### src/rtl/id_ex_fwd_stage.sv
// id_ex_fwd_stage
//   This is the ID/EX pipeline register, EX-stage operand forwarding and
//   load-use hazard detection.
//   Inputs : clk, rst_n (sync, active low), stall, flush, id_* decoded fields,
//            exmem_*/memwb_* forwarding sources.
//   Outputs: rsdata / rtdataOrextimm / ALUctrl go to the ALU.
//            ex_storedata, ex_dest and ex_* ctrl go to EX/MEM.
//            load_use (combinational) freezes PC and IF/ID.

// fwd_sel: forwarding mux for one source operand.
//   Priority is EX/MEM (younger) over MEM/WB over the register-file value.
//   Register 0 is never forwarded.
module fwd_sel #(
  parameter int DATA_W = 32,
  parameter int REG_AW = 5
) (
  input  logic [REG_AW-1:0] src,
  input  logic [DATA_W-1:0] regdata,
  input  logic              exmem_regwrite,
  input  logic [REG_AW-1:0] exmem_rd,
  input  logic [DATA_W-1:0] exmem_result,
  input  logic              memwb_regwrite,
  input  logic [REG_AW-1:0] memwb_rd,
  input  logic [DATA_W-1:0] memwb_result,
  output logic [DATA_W-1:0] data
);
  logic hit_exmem, hit_memwb;

  assign hit_exmem = exmem_regwrite && (exmem_rd != '0) && (exmem_rd == src);
  assign hit_memwb = memwb_regwrite && (memwb_rd != '0) && (memwb_rd == src);

  always_comb begin
    data = regdata;
    if (hit_exmem)      data = exmem_result;
    else if (hit_memwb) data = memwb_result;
  end
endmodule

module id_ex_fwd_stage #(
  parameter int DATA_W = 32,
  parameter int REG_AW = 5,
  parameter int CTRL_W = 4
) (
  input  logic              clk,
  input  logic              rst_n,
  input  logic              stall,
  input  logic              flush,
  input  logic              id_valid,
  input  logic [DATA_W-1:0] id_rsdata,
  input  logic [DATA_W-1:0] id_rtdata,
  input  logic [DATA_W-1:0] id_extimm,
  input  logic [REG_AW-1:0] id_rs,
  input  logic [REG_AW-1:0] id_rt,
  input  logic [REG_AW-1:0] id_rd,
  input  logic [CTRL_W-1:0] id_aluctrl,
  input  logic              id_alusrc,
  input  logic              id_regdst,
  input  logic              id_regwrite,
  input  logic              id_memread,
  input  logic              id_memwrite,
  input  logic              id_memtoreg,
  input  logic              id_branch,
  input  logic              exmem_regwrite,
  input  logic [REG_AW-1:0] exmem_rd,
  input  logic [DATA_W-1:0] exmem_result,
  input  logic              memwb_regwrite,
  input  logic [REG_AW-1:0] memwb_rd,
  input  logic [DATA_W-1:0] memwb_result,
  output logic [DATA_W-1:0] rsdata,
  output logic [DATA_W-1:0] rtdataOrextimm,
  output logic [CTRL_W-1:0] ALUctrl,
  output logic [DATA_W-1:0] ex_storedata,
  output logic [REG_AW-1:0] ex_dest,
  output logic              ex_valid,
  output logic              ex_regwrite,
  output logic              ex_memread,
  output logic              ex_memwrite,
  output logic              ex_memtoreg,
  output logic              ex_branch,
  output logic              load_use
);
  typedef struct packed {
    logic              valid;
    logic [DATA_W-1:0] rsdata;
    logic [DATA_W-1:0] rtdata;
    logic [DATA_W-1:0] extimm;
    logic [REG_AW-1:0] rs;
    logic [REG_AW-1:0] rt;
    logic [REG_AW-1:0] dest;
    logic [CTRL_W-1:0] aluctrl;
    logic              alusrc;
    logic              regwrite;
    logic              memread;
    logic              memwrite;
    logic              memtoreg;
    logic              branch;
  } idex_t;

  idex_t ex_q, id_pkt;

  // An all-zero packet is the bubble.  Because its rs/rt fields are also 0,
  // a bubble can never pick up a forwarded value.
  always_comb begin
    id_pkt          = '0;
    id_pkt.valid    = 1'b1;
    id_pkt.rsdata   = id_rsdata;
    id_pkt.rtdata   = id_rtdata;
    id_pkt.extimm   = id_extimm;
    id_pkt.rs       = id_rs;
    id_pkt.rt       = id_rt;
    id_pkt.dest     = id_regdst ? id_rd : id_rt;
    id_pkt.aluctrl  = id_aluctrl;
    id_pkt.alusrc   = id_alusrc;
    id_pkt.regwrite = id_regwrite;
    id_pkt.memread  = id_memread;
    id_pkt.memwrite = id_memwrite;
    id_pkt.memtoreg = id_memtoreg;
    id_pkt.branch   = id_branch;
  end

  assign load_use = ex_q.valid && ex_q.memread && (ex_q.dest != '0) &&
                    ((ex_q.dest == id_rs) || (ex_q.dest == id_rt));

  // flush beats stall.  stall holds even across a load-use; the hazard is
  // re-evaluated when the stall releases.
  always_ff @(posedge clk) begin
    if (!rst_n)        ex_q <= '0;
    else if (flush)    ex_q <= '0;
    else if (stall)    ex_q <= ex_q;
    else if (load_use) ex_q <= '0;
    else if (id_valid) ex_q <= id_pkt;
    else               ex_q <= '0;
  end

  // Operand 0 = rs and operand 1 = rt.  Each operand has its own forwarding mux.
  logic [1:0][REG_AW-1:0] fsrc;
  logic [1:0][DATA_W-1:0] fin, fout;

  assign fsrc = {ex_q.rt, ex_q.rs};
  assign fin  = {ex_q.rtdata, ex_q.rsdata};

  for (genvar g = 0; g < 2; g++) begin : g_fwd
    fwd_sel #(.DATA_W(DATA_W), .REG_AW(REG_AW)) u_fwd (
      .src            (fsrc[g]),
      .regdata        (fin[g]),
      .exmem_regwrite (exmem_regwrite),
      .exmem_rd       (exmem_rd),
      .exmem_result   (exmem_result),
      .memwb_regwrite (memwb_regwrite),
      .memwb_rd       (memwb_rd),
      .memwb_result   (memwb_result),
      .data           (fout[g])
    );
  end

  assign rsdata         = fout[0];
  assign ex_storedata   = fout[1];
  assign rtdataOrextimm = ex_q.alusrc ? ex_q.extimm : fout[1];
  assign ALUctrl        = ex_q.aluctrl;
  assign ex_dest        = ex_q.dest;
  assign ex_valid       = ex_q.valid;
  assign ex_regwrite    = ex_q.regwrite;
  assign ex_memread     = ex_q.memread;
  assign ex_memwrite    = ex_q.memwrite;
  assign ex_memtoreg    = ex_q.memtoreg;
  assign ex_branch      = ex_q.branch;
endmodule

### config.mk
export PLATFORM = sky130hd
export DESIGN_NAME = id_ex_fwd_stage
export DESIGN_NICKNAME = d
export VERILOG_FILES = /design/src/rtl/id_ex_fwd_stage.sv
export SDC_FILE = /design/constraint.sdc
export NUM_CORES = 1
export LEC_CHECK = 0
export BUFFER_PORTS_ARGS = -buffer_cell sky130_fd_sc_hd__clkbuf_2
export CORE_MARGIN = 5
export CORE_UTILIZATION = 50
export DETAILED_ROUTE_END_ITERATION = 16
export GPL_TIMING_DRIVEN = 0
export PLACE_DENSITY = 0.95
export SYNTH_ARGS = -nofsm -noshare
export SYNTH_HDL_FRONTEND = slang
export SYNTH_SLANG_ARGS = --single-unit
### constraint.sdc
create_clock -name clk -period 6.8 [get_ports clk]
set_input_delay 1.36 -clock clk [delete_from_list [all_inputs] [get_ports clk]]
set_output_delay 1.36 -clock clk [all_outputs]
set_load 0.005 [all_outputs]
==> impl_summary.md <==
Layout
Counting the fill cells in the layout gives 977. The number of antenna cells inserted is 0. The final core utilization is roughly 70%. The fraction of final layout cells sized beyond drive strength 1 is 43.7%. Compared with the post-synthesis result, the final layout area differs by 38.8%. The finished layout holds about 1,200 standard cells, fillers aside.

The post-layout net count is approximately 1,200. The area of the multi-input gates is 3380 sq um. The register area is 2440 sq um.

Route
The via density per instance is 5.87. The violation count after the first detailed-route iteration is 613. The remaining routing DRC violations is 0. Summing over every cut layer, the via total after detailed routing is 6,948.

Dividing the detail-routed wire length by the instance count gives 21.5 um. The routed design has 25,500 um of wire. The number of detailed-route iterations in the first pass is 5. The number of routed nets with antenna violations is 0.

Yosys
The number of synthesized flops with an enable pin is 0. Synthesis inferred approximately 120 register bits. The number of different library cells used by synthesis comes to 37.

Counting every instance in the synthesized netlist gives 666. The commonest cells after synthesis are 122 x sky130_fd_sc_hd__dfxtp_1, 121 x sky130_fd_sc_hd__a22o_1, 43 x sky130_fd_sc_hd__nor2_1. Of the post-synthesis cell area, the dominant cell type holds 38.8%. In the post-synthesis netlist, the biggest area contributors are sky130_fd_sc_hd__dfxtp_1 39%, sky130_fd_sc_hd__a22o_1 17%, sky130_fd_sc_hd__mux2_2 5.9%, sky130_fd_sc_hd__mux2i_1 5.1%, sky130_fd_sc_hd__a31oi_2 4.0%. The most used flip-flop cell after synthesis is sky130_fd_sc_hd__dfxtp_1. Sequential cells were found to cover 38.8% of the synthesized design area.

The largest area contributor in the synthesized netlist is sky130_fd_sc_hd__dfxtp_1. After synthesis the cells add up to 6300 sq um. Dividing the synthesized area by the synthesized cell count gives 9.46 sq um. Yosys printed 0 warnings. In the post-synthesis netlist, the cell with the most instances is sky130_fd_sc_hd__dfxtp_1. The share of synthesized flip-flops with an asynchronous set or reset is 0%. The synthesized netlist net count is slightly below 900.

Critical path
The most critical setup path has its endpoint at rtdataOrextimm[20]. The kind of capture point of the worst setup path is an output port. The highest-delay cell along the critical path is sky130_fd_sc_hd__or3_1. The type of the setup path with the least slack is in -> out. Data on the critical path is required at its endpoint by roughly 5.4 ns. The endpoint arrival time on the critical path is 3.68 ns. The kind of cell with the highest combined delay on the critical path is buffers and inverters. The worst-case reg-to-reg path depth is 6. In this design, the stage delay of the slowest critical-path cell is 0.43 ns.

Together, buffers and inverters on the worst path number 4. Tracing the worst setup path back leads to its startpoint at memwb_rd[2]. STA classifies the critical path startpoint as an input pin. The highest net fanout along the worst path is 10. In this run the number of cells on the critical path is 9. Across all register-to-register paths, the minimum setup slack is between 4 and 5 ns. The endpoint of the worst-slack reg-to-reg timing path is ex_q[77]. The startpoint identified for the worst register-to-register timing path is ex_dest[4]. The signal on the critical path passes through clkbuf_2 -> xnor2_1 -> nand4_1 -> clkbuf_1 -> clkbuf_1 -> or3_1 -> a31oi_2 -> mux2_2 -> clkbuf_2.

Global route
The via count of the first global-routing pass is roughly 7,000. The met2 demand-to-capacity share in global routing is 54.7%. Global routing used about 10% of the available met3 tracks.

The global-route total usage across every layer is 32.8%. The maximum number of pins on one net before global-route repair is 17. The first global-routing pass estimated 37,600 um of wire. The initial antenna violation count is 0.

The met1 capacity usage during global routing is 38.9%. The leftover overflow at the end of global routing is 0. The layer with the highest usage after global routing is met2.

STA
In the final timing run, aggregate negative setup slack is 0 ns. Subtracting the final worst setup slack from the clock period gives slightly above 5 ns. The final max-slew violation count was 0. The share of the cycle needed by the critical path after routing is between 70% and 80%.

The slew at the pin closest to its max-slew limit is 0.873 ns. The clock skew after layout is 0.00890 ns. The number of hold violations in the final report is 0. The worst slew margin relative to its limit is 41.3%. Setup repair after global routing left no endpoint under its margin.

Timing would allow up to 0.198 GHz. The worst hold slack is 0.468 ns. The final setup violation count is 0.

Pwr
The maximum VDD drop is 0.173 mV. The power per unit of standard cell area is 227 nW/um^2. The leakage power total is 4.09 nW.

The total power draw is 1.98 mW.

Placed design
The HPWL after detailed placement is 19,200 um. The number of placed instances with taps included is 1,152. At the end of routability-driven placement, the weighted congestion stood at between 0.9 and 1. Buffers placed on the I/O ports in this run total 314.

Floorplanning
The initial standard-cell utilization of the core is 50.6%. From left edge to right edge, the die measures 122 um. From bottom edge to top edge, the die measures 122 um. 315 I/O pins were placed.

The die area is 15,000 sq um. The core region area is 12,500 sq um. In this run the core area contains 41 standard-cell rows.

CTS
The post-CTS clock slew at the launch and capture registers of the worst setup and hold paths is 0.05 ns. TritonCTS built the clock tree. The later pin in the worst-skew pair is clocked with a latency of 0.42 ns. The clock tree synthesis step divided the H-tree into 4 levels.

The hold buffer count at CTS is 0. The count of clock tree sinks is 122. The root buffer selected by CTS is sky130_fd_sc_hd__clkbuf_16. The maximum buffer depth of the clock tree is 2.

In this run, post-CTS repair resized a total of 0 instances. The setup fix buffers added after clock tree synthesis is 0. Buffers inserted during clock tree synthesis total 17.

Run status
The run finished with clean final reports.

Job
Max-cap violations in this run came to 0.

Worst hold path
The worst hold path stage count is 1. The class of the tightest hold or removal check is reg -> reg.
through the flow:
stage	area (sq um)	setup slack, ns
after CTS	8750	1.77
final	8750	1.76
after global placement	8090	1.82
after floorplan	6300	2.59
after detailed placement	8090	1.83
after global routing	8750	1.63
kinds of logic (layout without fill, tap and decap cells):
kind of cell / count (synthesis) / after routing / synth area share [%]
AND/OR/NAND/NOR: 125 / 125 / 10.2
AO/OA/AOI/OAI: 224 / 224 / 28.3
XOR/XNOR: 30 / 30 / 4.17
multiplexers: 65 / 65 / 11.0
flip-flops: 122 / 122 / 38.8
buffers and inverters: 100 / 446 / 7.60
flip-flops by register name, indices dropped and copies added, names as in the netlist:
signal,count
ex_branch,1
ex_q,107
ex_valid,1
ex_regwrite,1
ex_memtoreg,1
ex_memread,1
ex_memwrite,1
ex_dest,5
ALUctrl,4
metal layers:
| layer | part of all wire [%] | up-vias |
|---|---|---|
| met5 | 0 | - |
| met4 | 3.5 | 0 |
| met3 | 10 | 84 |
| met2 | 49 | 464 |
| met1 | 38 | 3264 |
| li1 | - | 3136 |
worst min path at each step:
stage / start / endpoint / slack [ns]
floorplan: ex_q[86] / ex_q[86] / 0.44
global placement: ex_q[65] / ex_q[65] / 0.45
detailed placement: ex_q[62] / ex_q[62] / 0.45
CTS: ex_q[68] / ex_q[68] / 0.47
global route: ex_q[75] / ex_q[75] / 0.48
finish: ex_q[68] / ex_q[68] / 0.47
power by group:
| part | internal, mW | total, mW | leakage (nW) | switching [mW] |
|---|---|---|---|---|
| registers | 0.730 | 0.741 | 0.988 | 0.0105 |
| logic | 0.109 | 0.229 | 2.78 | 0.120 |
| clock network | 0.677 | 1.01 | 0.322 | 0.337 |
| total | 1.52 | 1.98 | 4.09 | 0.468 |
area by class of cell:
type,count,area share [%]
clock buffer,20,5.33
multi-input combinational,444,38.6
tap,172,2.46
sequential,122,27.9
inverter,28,1.20
buffer,72,4.28
clock inverter,12,2.22
timing repair buffer,314,18.0
layout by cell type (no fill, tap or decap), types with 5 or more instances in the layout:
cell type	Yosys	final
sky130_fd_sc_hd__clkbuf_2	0	314
sky130_fd_sc_hd__dfxtp_1	122	122
sky130_fd_sc_hd__a22o_1	121	121
sky130_fd_sc_hd__nor2_1	43	43
sky130_fd_sc_hd__a21oi_1	33	33
sky130_fd_sc_hd__mux2_2	33	33
sky130_fd_sc_hd__mux2i_1	32	32
sky130_fd_sc_hd__o21ai_0	29	29
sky130_fd_sc_hd__or3_1	29	29
sky130_fd_sc_hd__inv_1	28	28
sky130_fd_sc_hd__nor3_1	28	28
sky130_fd_sc_hd__clkbuf_1	27	27
sky130_fd_sc_hd__xnor2_1	26	26
sky130_fd_sc_hd__buf_2	20	20
sky130_fd_sc_hd__a31oi_2	20	20
sky130_fd_sc_hd__clkbuf_16	0	17
sky130_fd_sc_hd__buf_4	15	15
sky130_fd_sc_hd__a31oi_1	8	8
sky130_fd_sc_hd__buf_1	7	7
sky130_fd_sc_hd__nand2_1	6	6
sky130_fd_sc_hd__bufinv_16	0	5
No activity file was read; power rests on OpenSTA's default activity.
